==> config.mk <==
export PLATFORM = sky130hd
export DESIGN_NAME = serial_bus_arbiter_nxm
export DESIGN_NICKNAME = d
export VERILOG_FILES = /design/src/rtl/serial_bus_arbiter_nxm.sv
export SDC_FILE = /design/constraint.sdc
export NUM_CORES = 1
export LEC_CHECK = 0
export ABC_AREA = 1
export CAP_MARGIN = 15
export CORE_MARGIN = 4
export CORE_UTILIZATION = 30
export CTS_BUF_LIST = sky130_fd_sc_hd__clkbuf_4
export CTS_CLUSTER_DIAMETER = 30
export DETAILED_ROUTE_END_ITERATION = 7
export PLACE_DENSITY = 0.66
export SLEW_MARGIN = 15
export SYNTH_ARGS = -nofsm -noshare
export SYNTH_HDL_FRONTEND = slang
export SYNTH_SLANG_ARGS = --single-unit
==> constraint.sdc <==
create_clock -name clk -period 1.4 [get_ports clk]
set_clock_uncertainty 0.1 [all_clocks]
set_input_delay 0.14 -clock clk [delete_from_list [all_inputs] [get_ports clk]]
set_output_delay 0.14 -clock clk [all_outputs]
set_load 0.005 [all_outputs]
==> src/rtl/serial_bus_arbiter_nxm.sv <==
// N-master x M-slave serial bus arbiter with slave-ID decode and single split resume.
// Optional idle-connection timeout is compiled in when ARB_TIMEOUT_EN is defined.
module serial_bus_arbiter_nxm #(
    parameter int                    NUM_MASTERS    = 2,
    parameter int                    NUM_SLAVES     = 4,
    parameter int                    SEL_BITS       = $clog2(NUM_SLAVES),
    parameter int                    PRIORITY_MODE  = 0,
    parameter logic [NUM_SLAVES-1:0] SPLIT_MASK     = '1,
    parameter int                    TIMEOUT_CYCLES = 64
) (
    input  logic                   clk,
    input  logic                   rstn,
    input  logic [NUM_MASTERS-1:0] m_breq,
    output logic [NUM_MASTERS-1:0] m_bgrant,
    input  logic [NUM_MASTERS-1:0] m_mode,
    input  logic [NUM_MASTERS-1:0] m_wr_bus,
    input  logic [NUM_MASTERS-1:0] m_master_valid,
    input  logic [NUM_MASTERS-1:0] m_master_ready,
    output logic [NUM_MASTERS-1:0] m_rd_bus,
    output logic [NUM_MASTERS-1:0] m_slave_ready,
    output logic [NUM_MASTERS-1:0] m_slave_valid,
    output logic [NUM_MASTERS-1:0] m_ack,
    output logic [NUM_MASTERS-1:0] m_nack,
    output logic [NUM_MASTERS-1:0] m_split,
    output logic [NUM_MASTERS-1:0] m_timeout,
    output logic [NUM_SLAVES-1:0]  s_mode,
    output logic [NUM_SLAVES-1:0]  s_wr_bus,
    output logic [NUM_SLAVES-1:0]  s_master_valid,
    output logic [NUM_SLAVES-1:0]  s_master_ready,
    input  logic [NUM_SLAVES-1:0]  s_rd_bus,
    input  logic [NUM_SLAVES-1:0]  s_slave_ready,
    input  logic [NUM_SLAVES-1:0]  s_slave_valid,
    input  logic [NUM_SLAVES-1:0]  s_split
);
    localparam int MW = $clog2(NUM_MASTERS);
    localparam int CW = $clog2(SEL_BITS + 1);

    typedef enum logic [2:0] {
        IDLE, ADDR, CONNECTED, SPLIT, RESUME, NACK, CLEAN
    } state_t;

    state_t                 state_q, state_d;
    logic [MW-1:0]          owner_q, owner_d;
    logic [MW-1:0]          rr_ptr_q, rr_ptr_d;
    logic [MW-1:0]          split_owner_q, split_owner_d;
    logic [SEL_BITS-1:0]    sel_q, sel_d;
    logic [SEL_BITS-1:0]    split_slave_q, split_slave_d;
    logic [CW-1:0]          cnt_q, cnt_d;
    logic [NUM_MASTERS-1:0] grant_q, grant_d;
    logic                   ack_q, ack_d;
    logic                   split_pend_q, split_pend_d;

    logic [NUM_MASTERS-1:0] elig;
    logic [MW-1:0]          win;
    logic                   found;
    logic [SEL_BITS-1:0]    sel_nx;
    logic                   to_hit;

`ifdef ARB_TIMEOUT_EN
    localparam int TW = $clog2(TIMEOUT_CYCLES + 1);
    logic [TW-1:0] idle_cnt_q, idle_cnt_d;
    logic          idle;
`endif

    // The split-parked master never competes until its slave releases it.
    always_comb begin : p_arb
        int idx;
        elig = m_breq;
        if (split_pend_q) elig[split_owner_q] = 1'b0;
        found = 1'b0;
        win   = '0;
        idx   = 0;
        if (PRIORITY_MODE == 1) begin
            for (int i = NUM_MASTERS - 1; i >= 0; i--) begin
                if (elig[MW'(i)]) begin
                    found = 1'b1;
                    win   = MW'(i);
                end
            end
        end else begin
            for (int i = 1; i <= NUM_MASTERS; i++) begin
                idx = int'(rr_ptr_q) + i;
                if (idx >= NUM_MASTERS) idx = idx - NUM_MASTERS;
                if (!found && elig[MW'(idx)]) begin
                    found = 1'b1;
                    win   = MW'(idx);
                end
            end
        end
    end

    always_comb begin : p_next
        state_d       = state_q;
        owner_d       = owner_q;
        rr_ptr_d      = rr_ptr_q;
        split_owner_d = split_owner_q;
        split_slave_d = split_slave_q;
        sel_d         = sel_q;
        cnt_d         = cnt_q;
        grant_d       = grant_q;
        ack_d         = 1'b0;
        split_pend_d  = split_pend_q;
        sel_nx        = (sel_q << 1) | SEL_BITS'(m_wr_bus[owner_q]);
        to_hit        = 1'b0;
`ifdef ARB_TIMEOUT_EN
        idle_cnt_d = '0;
        idle = !s_slave_ready[sel_q] && !s_slave_valid[sel_q]
            && !m_master_valid[owner_q];
        if (state_q == CONNECTED && idle
            && idle_cnt_q == TW'(TIMEOUT_CYCLES - 1))
            to_hit = 1'b1;
`endif
        unique case (state_q)
            IDLE: begin
                if (split_pend_q && !s_split[split_slave_q]) begin
                    state_d = RESUME;
                    owner_d = split_owner_q;
                    sel_d   = split_slave_q;
                    grant_d = '0;
                    grant_d[split_owner_q] = 1'b1;
                end else if (found) begin
                    state_d = ADDR;
                    owner_d = win;
                    sel_d   = '0;
                    cnt_d   = '0;
                    grant_d = '0;
                    grant_d[win] = 1'b1;
                    if (PRIORITY_MODE == 0) rr_ptr_d = win;
                end
            end
            ADDR: begin
                if (!m_breq[owner_q]) begin
                    state_d = CLEAN;
                    grant_d = '0;
                end else if (m_master_valid[owner_q]) begin
                    sel_d = sel_nx;
                    cnt_d = cnt_q + CW'(1);
                    if (cnt_q == CW'(SEL_BITS - 1)) begin
                        if (int'(sel_nx) < NUM_SLAVES
                            && !(split_pend_q && sel_nx == split_slave_q)) begin
                            state_d = CONNECTED;
                            ack_d   = 1'b1;
                        end else begin
                            state_d = NACK;
                            grant_d = '0;
                        end
                    end
                end
            end
            CONNECTED: begin
`ifdef ARB_TIMEOUT_EN
                idle_cnt_d = idle ? idle_cnt_q + TW'(1) : '0;
`endif
                if (!m_breq[owner_q] || to_hit) begin
                    state_d = CLEAN;
                    grant_d = '0;
                end else if (s_split[sel_q] && SPLIT_MASK[sel_q]
                             && !split_pend_q) begin
                    state_d       = SPLIT;
                    grant_d       = '0;
                    split_pend_d  = 1'b1;
                    split_owner_d = owner_q;
                    split_slave_d = sel_q;
                end
            end
            SPLIT: begin
                state_d = IDLE;
                sel_d   = '0;
                cnt_d   = '0;
            end
            RESUME: begin
                split_pend_d = 1'b0;
                if (!m_breq[owner_q]) begin
                    state_d = CLEAN;
                    grant_d = '0;
                end else begin
                    state_d = CONNECTED;
                    ack_d   = 1'b1;
                end
            end
            NACK: state_d = CLEAN;
            CLEAN: begin
                state_d = IDLE;
                grant_d = '0;
                sel_d   = '0;
                cnt_d   = '0;
            end
            default: state_d = IDLE;
        endcase
    end

    always_comb begin : p_route
        s_mode         = '0;
        s_wr_bus       = '0;
        s_master_valid = '0;
        s_master_ready = '0;
        m_rd_bus       = '0;
        m_slave_ready  = '0;
        m_slave_valid  = '0;
        m_ack          = '0;
        m_nack         = '0;
        m_split        = '0;
        m_timeout      = '0;
        m_ack[owner_q] = ack_q;
        if (split_pend_q && state_q != RESUME) m_split[split_owner_q] = 1'b1;
        if (state_q == ADDR) m_slave_ready[owner_q] = 1'b1;
        if (state_q == NACK) m_nack[owner_q] = 1'b1;
        if (state_q == CONNECTED) begin
            s_mode[sel_q]          = m_mode[owner_q];
            s_wr_bus[sel_q]        = m_wr_bus[owner_q];
            s_master_valid[sel_q]  = m_master_valid[owner_q];
            s_master_ready[sel_q]  = m_master_ready[owner_q];
            m_rd_bus[owner_q]      = s_rd_bus[sel_q];
            m_slave_ready[owner_q] = s_slave_ready[sel_q];
            m_slave_valid[owner_q] = s_slave_valid[sel_q];
            m_timeout[owner_q]     = to_hit;
        end
    end

    assign m_bgrant = grant_q;

    always_ff @(posedge clk) begin
        if (!rstn) begin
            state_q       <= IDLE;
            owner_q       <= '0;
            rr_ptr_q      <= MW'(NUM_MASTERS - 1);
            split_owner_q <= '0;
            split_slave_q <= '0;
            sel_q         <= '0;
            cnt_q         <= '0;
            grant_q       <= '0;
            ack_q         <= 1'b0;
            split_pend_q  <= 1'b0;
`ifdef ARB_TIMEOUT_EN
            idle_cnt_q    <= '0;
`endif
        end else begin
            state_q       <= state_d;
            owner_q       <= owner_d;
            rr_ptr_q      <= rr_ptr_d;
            split_owner_q <= split_owner_d;
            split_slave_q <= split_slave_d;
            sel_q         <= sel_d;
            cnt_q         <= cnt_d;
            grant_q       <= grant_d;
            ack_q         <= ack_d;
            split_pend_q  <= split_pend_d;
`ifdef ARB_TIMEOUT_EN
            idle_cnt_q    <= idle_cnt_d;
`endif
        end
    end
endmodule

* After elaboration in Yosys (flattened, before gate mapping)
Index checks and enable logic that the tools add are counted.
Operators by class: multiply operators 0, bitwise logic cells 11, magnitude comparators 13, equal/unequal tests 21, shift-type cells 0, divide/modulo/power cells 0, muxes and demuxes 92, add/subtract/negate cells 5, reduce and logical (&&, ||, !) cells 27
Operators by type and width (number):
- 2-bit two-way mux | 22
- 1-bit two-way mux | 40
- 3-bit two-way mux | 9
- 4-bit AND | 4
- 4-bit two-way mux | 4
- 3-bit != test (second input constant) | 5
- 3-bit one-hot mux with 5 select lines | 1
- 1-bit binary-select mux with 2-bit select | 6
- 2-bit != test (second input constant) | 6
- 2-bit one-hot mux with 3 select lines | 2
- 1-bit logical AND | 10
- 2-bit one-hot mux with 5 select lines | 1
- 3-bit == test (second input constant) | 3
- 3-bit AND reduction | 3
- 4-bit AND reduction | 2
- 7-bit AND reduction | 1
- 2-bit AND | 3
- 3-bit by 2-bit == test with 1-bit output (second input constant) | 2
- 1-bit by 2-bit < comparator with 1-bit output (second input constant) | 3
- 1-bit by 3-bit < comparator with 1-bit output (second input constant) | 2
- 2-bit by 3-bit < comparator with 1-bit output (second input constant) | 2
- 5-bit AND reduction | 1
- 5-bit nonzero test | 1
- 1-bit one-hot mux with 2 select lines | 2
- 25 further kinds | 34
Word-level totals: input bits 28, register bits after elaboration 16, memory bits (read-only) 0, latch bits 0, RAM bits 0, logic and storage cells 179, memories 0, output and inout bits 32

* Logic depth before layout (Yosys ltp)
depth after elaboration 20, gate-level depth with buffers 13, mapped depth without buffers 12

* Worst setup path before layout
No wires, ideal clock.
path type flip-flop to flip-flop, from register sel_q[0], to register grant_q[0] (netlist: m_bgrant[0]), arrival 1.202 ns, slack -0.017 ns, period minus slack after synthesis 1.417 ns, cell stages (with the launch flop) 14, setup time 0.115 ns, data required time 1.185 ns, cells stage by stage dfxtp_1 -> buf_2 -> inv_1 -> nand2_1 -> nand2_1 -> nand2_1 -> nand2_1 -> nand2_1 -> nand2_1 -> nand2_1 -> nor2_4 -> nand3_1 -> nand2_1 -> nor2_1
On the way: longest elaborated chain between the ends 6, elaborated cells between the ends (all ways) 12, those cells by class 3 x eq/ne; 4 x mux; 1 x bitwise; 4 x reduce/logical
Ends and longest elaborated chain:
- start, declared | RTL line 46 | logic [SEL_BITS-1:0] sel_q, sel_d;
- start signal, assigned | RTL line 243 | sel_q <= sel_d;
- 1-bit binary-select mux with 2-bit select | RTL line 157 | end else if (s_split[sel_q] && SPLIT_MASK[sel_q]
- 1-bit two-way mux (not written as such) | RTL line 157
- 1-bit logical AND | RTL line 157
- 1-bit logical AND | RTL line 158 | && !split_pend_q) begin
- 3-bit != test (no line)
- 7-bit AND reduction (no line) (*)
- end signal, assigned | RTL line 245 | grant_q <= grant_d;
- end, declared | RTL line 49 | logic [NUM_MASTERS-1:0] grant_q, grant_d;
Mark *: on every way between the ends. The rest lies on a longest branch, timed or not. The select of a mux whose other input is x is not followed. A chain may end at the register's enable or synchronous reset.

* Worst setup path after layout
from register sel_q[0], to register state_q[1]
On the way: longest elaborated chain between the ends 8, elaborated cells between the ends (all ways) 16, those cells by class 2 x eq/ne; 9 x mux; 1 x bitwise; 4 x reduce/logical
Ends and longest elaborated chain:
- 2-bit by 1-bit OR with 2-bit output | RTL line 103 | sel_nx = (sel_q << 1) | SEL_BITS'(m_wr_bus[owner_q]);
- 2-bit == test | RTL line 140 | && !(split_pend_q && sel_nx == split_slave_q)) begin
- 1-bit logical AND | RTL line 140
- 3-bit two-way mux | RTL line 139 | if (int'(sel_nx) < NUM_SLAVES
- 3-bit two-way mux | RTL line 138 | if (cnt_q == CW'(SEL_BITS - 1)) begin
- 3-bit two-way mux | RTL line 135 | end else if (m_master_valid[owner_q]) begin
- 3-bit two-way mux | RTL line 132 | if (!m_breq[owner_q]) begin
- 3-bit one-hot mux with 5 select lines | RTL line 113 | unique case (state_q)
- end signal, assigned | RTL line 238 | state_q <= state_d;
- end, declared | RTL line 42 | state_t state_q, state_d;
Several ways; a longest one is shown, not always the timed one. The select of a mux whose other input is x is not followed.

==> impl_metrics.env <==
export IMPL_seq_power_share=0.148
export IMPL_cap_viol_max_count=0
export IMPL_cts_made_buffers=3
export IMPL_yosysTopAreaCellShare=0.242
export IMPL_die_h_um=74.4
export IMPL_status="finished with violations"
export IMPL_coreArea_sq_um=4120
export IMPL_yosysSeqAreaShare=0.242
export IMPL_fin_crit_ns=1.75
export IMPL_avgViaCountPerCell=5.09
export IMPL_drt_wl_total_mm=7.17
export IMPL_ir_drop_uv=925
export IMPL_layout_common_cells="48 x buf_4, 29 x nor2_1, 29 x nand2_1"
export IMPL_powerDensity_nw_per_um2=1670
export IMPL_initial_core_util=0.321
export IMPL_post_route_util=0.761
export IMPL_yosys_top_cells_area="dfxtp_1 24%, nand2_1 18%, nor2_1 14%"
export IMPL_slew_viol_final=0
export IMPL_grt_first_pass_wirelength_mm=9.68
export IMPL_overflow=0
export IMPL_die_width_um=74.4
export IMPL_rsz0062_at_grt="yes"
export IMPL_cts_max_level=1
export IMPL_track_usage=0.224
export IMPL_syn_area_per_cell_sq_um=5.55
export IMPL_antenna_left=0
export IMPL_antenna_found_initial=0
export IMPL_swShare=0.482
export IMPL_synthCells=238
export IMPL_synth_cell_types=28
export IMPL_wl_per_cell_um=16.9
export IMPL_placed_area_sq_um=2300
export IMPL_period_share=1.25
export IMPL_cts_tree="yes"
export IMPL_fmax_mhz=572
export IMPL_dp_hpwl_mm=3.82
export IMPL_critPathMaxFanout=6
export IMPL_drive_above_1_share=0.627
export IMPL_yosysWarnings=0
export IMPL_setup_ws_ns=-0.348
export IMPL_clk_latency_ns=0.30
export IMPL_num_io_pins=60
export IMPL_fp_row_count=23
export IMPL_ctsHoldBuffers=0
export IMPL_grt_max_degree=10
export IMPL_leakagePower_nw=1.49
export IMPL_clockBufferDepth=2
export IMPL_cts_root_buf="clkbuf_4"
export IMPL_cell_internal_pwr_mw=2.71
export IMPL_critPathCaptureType="flop"
export IMPL_vias=2155
export IMPL_violations="setup timing"
export IMPL_clockPowerShare=0.053
export IMPL_p_comb_frac=0.798
export IMPL_first_pass_iters=4
export IMPL_report_final_hold_viol_count=0
export IMPL_place_congestion=0.853
export IMPL_critPathArrivalTime_ns=1.83
export IMPL_ys_ff_latch=16
export IMPL_critPathKind="reg2reg"
export IMPL_io_buffers=57
export IMPL_final_common_cell="buf_4"
export IMPL_area_delta_synth_final_pct=137
export IMPL_critPathRequiredTime_ns=1.48
export IMPL_power_switching_mw=2.52
export IMPL_hp_class="reg2reg"
export IMPL_cts_sinks=16
export IMPL_yosysTopAreaCell="dfxtp_1"
export IMPL_startpoint_type="flop"
export IMPL_netlist_area_sq_um=1320
export IMPL_path_clk_slew_ns=0.11
export IMPL_rrSetupSlack_ns=-0.35
export IMPL_insertedDiodeCount=0
export IMPL_final_area_sq_um=3130
export IMPL_finalSetupViolCount=42
export IMPL_nets=403
export IMPL_grt_pass1_vias=2068
export IMPL_drc=0
export IMPL_drt_iter0_markers=118
export IMPL_total_power_mw=5.22
export IMPL_die_area_sq_um=5530
==> cells in the mapped netlist <==
cell type,n
nor3_2,1
inv_2,1
or2_2,1
buf_2,3
nor3b_1,1
nor3_1,5
o21ai_1,2
o21ai_0,10
dfxtp_1,16
a221oi_1,2
buf_4,2
ha_1,1
mux2i_1,2
a21oi_1,15
a31oi_1,2
o21ai_2,2
nand3_1,11
inv_1,34
nand2_2,4
nand4_1,4
nand3_2,1
o21bai_1,1
nor2_2,1
conb_1,1
nor2_1,50
nand2_1,63
nor2_4,1
o21a_1,1
==> repair_timing <==
action / in CTS / in global routing
resized for setup: 237 / 72
endpoints found under the setup margin: 44 / 46
pin swaps: 61 / 50
cloned: 0 / 0
buffers inserted: 20 / 13
==> sequential cells by signal, indices dropped and copies added, names as in the netlist, 2 cells and up <==
signal and cells:
cnt_q 2, m_bgrant 2, sel_q 2, split_slave_q 2
state_q 3
==> layer usage <==
metal,wire [um],track usage
met3,520,0.0338
met2,3690,0.416
met4,255,0.0870
met1,2710,0.254
met5,0,0
==> layout make-up <==
cell class	count	area, sq um
clock buffer	3	22.5
clock inverter	1	3.75
fill	284	983
inverter	35	164
multi-input combinational	183	1360
sequential	16	345
tap	50	62.6
timing repair buffer	135	1170
==> stage by stage <==
step	cells	TNS, ns	setup WS (ns)	hold WS [ns]
floorplan	239	0	0.00647	0.316
global placement	389	-12.25	-0.465	0.358
detailed placement	389	-12.61	-0.440	0.370
CTS	412	-6.84	-0.282	0.369
global route	423	-11.63	-0.408	0.427
finish	423	-8.98	-0.348	0.387
==> power groups by stage <==
stage / logic [mW] / clock network (mW) / registers [mW]
floorplan: 1.24 / 0 / 0.689
global placement: 2.27 / 0 / 0.727
detailed placement: 2.29 / 0 / 0.729
CTS: 3.37 / 0.281 / 0.767
global route: 4.46 / 0.292 / 0.786
finish: 4.17 / 0.278 / 0.775
==> path summary, 6_finish.rpt <==
path                     from     endpoint  depth (start not counted)
setup / recovery     sel_q[0]   state_q[1]                         10
hold / removal    m_bgrant[0]  m_bgrant[0]                          2
setup reg to reg     sel_q[0]   state_q[1]                         10
hold reg to reg   m_bgrant[0]  m_bgrant[0]                          2
==> worst max-delay path: stages, from the launching register on <==
cell and delay (ns):
dfxtp_4 0.39, buf_6 0.14, nand2_1 0.08, nand2_1 0.09
nor2_2 0.19, nand3_4 0.13, buf_6 0.14, nor2_1 0.10
o21bai_1 0.12, nand2_2 0.08, a21oi_2 0.05
==> cells by family (layout without fill, tap and decap cells) <==
family          after synthesis  after routing  share of synthesized area
buf+inv                      40            174                      0.122
simple gates                143            143                      0.458
other cells                   1              2                    0.00284
compound gates               35             35                      0.150
mux                           2              2                     0.0152
fa+ha+maj                     1              1                    0.00947
flops                        16             16                      0.242
No activity file was read; power rests on OpenSTA's default activity.
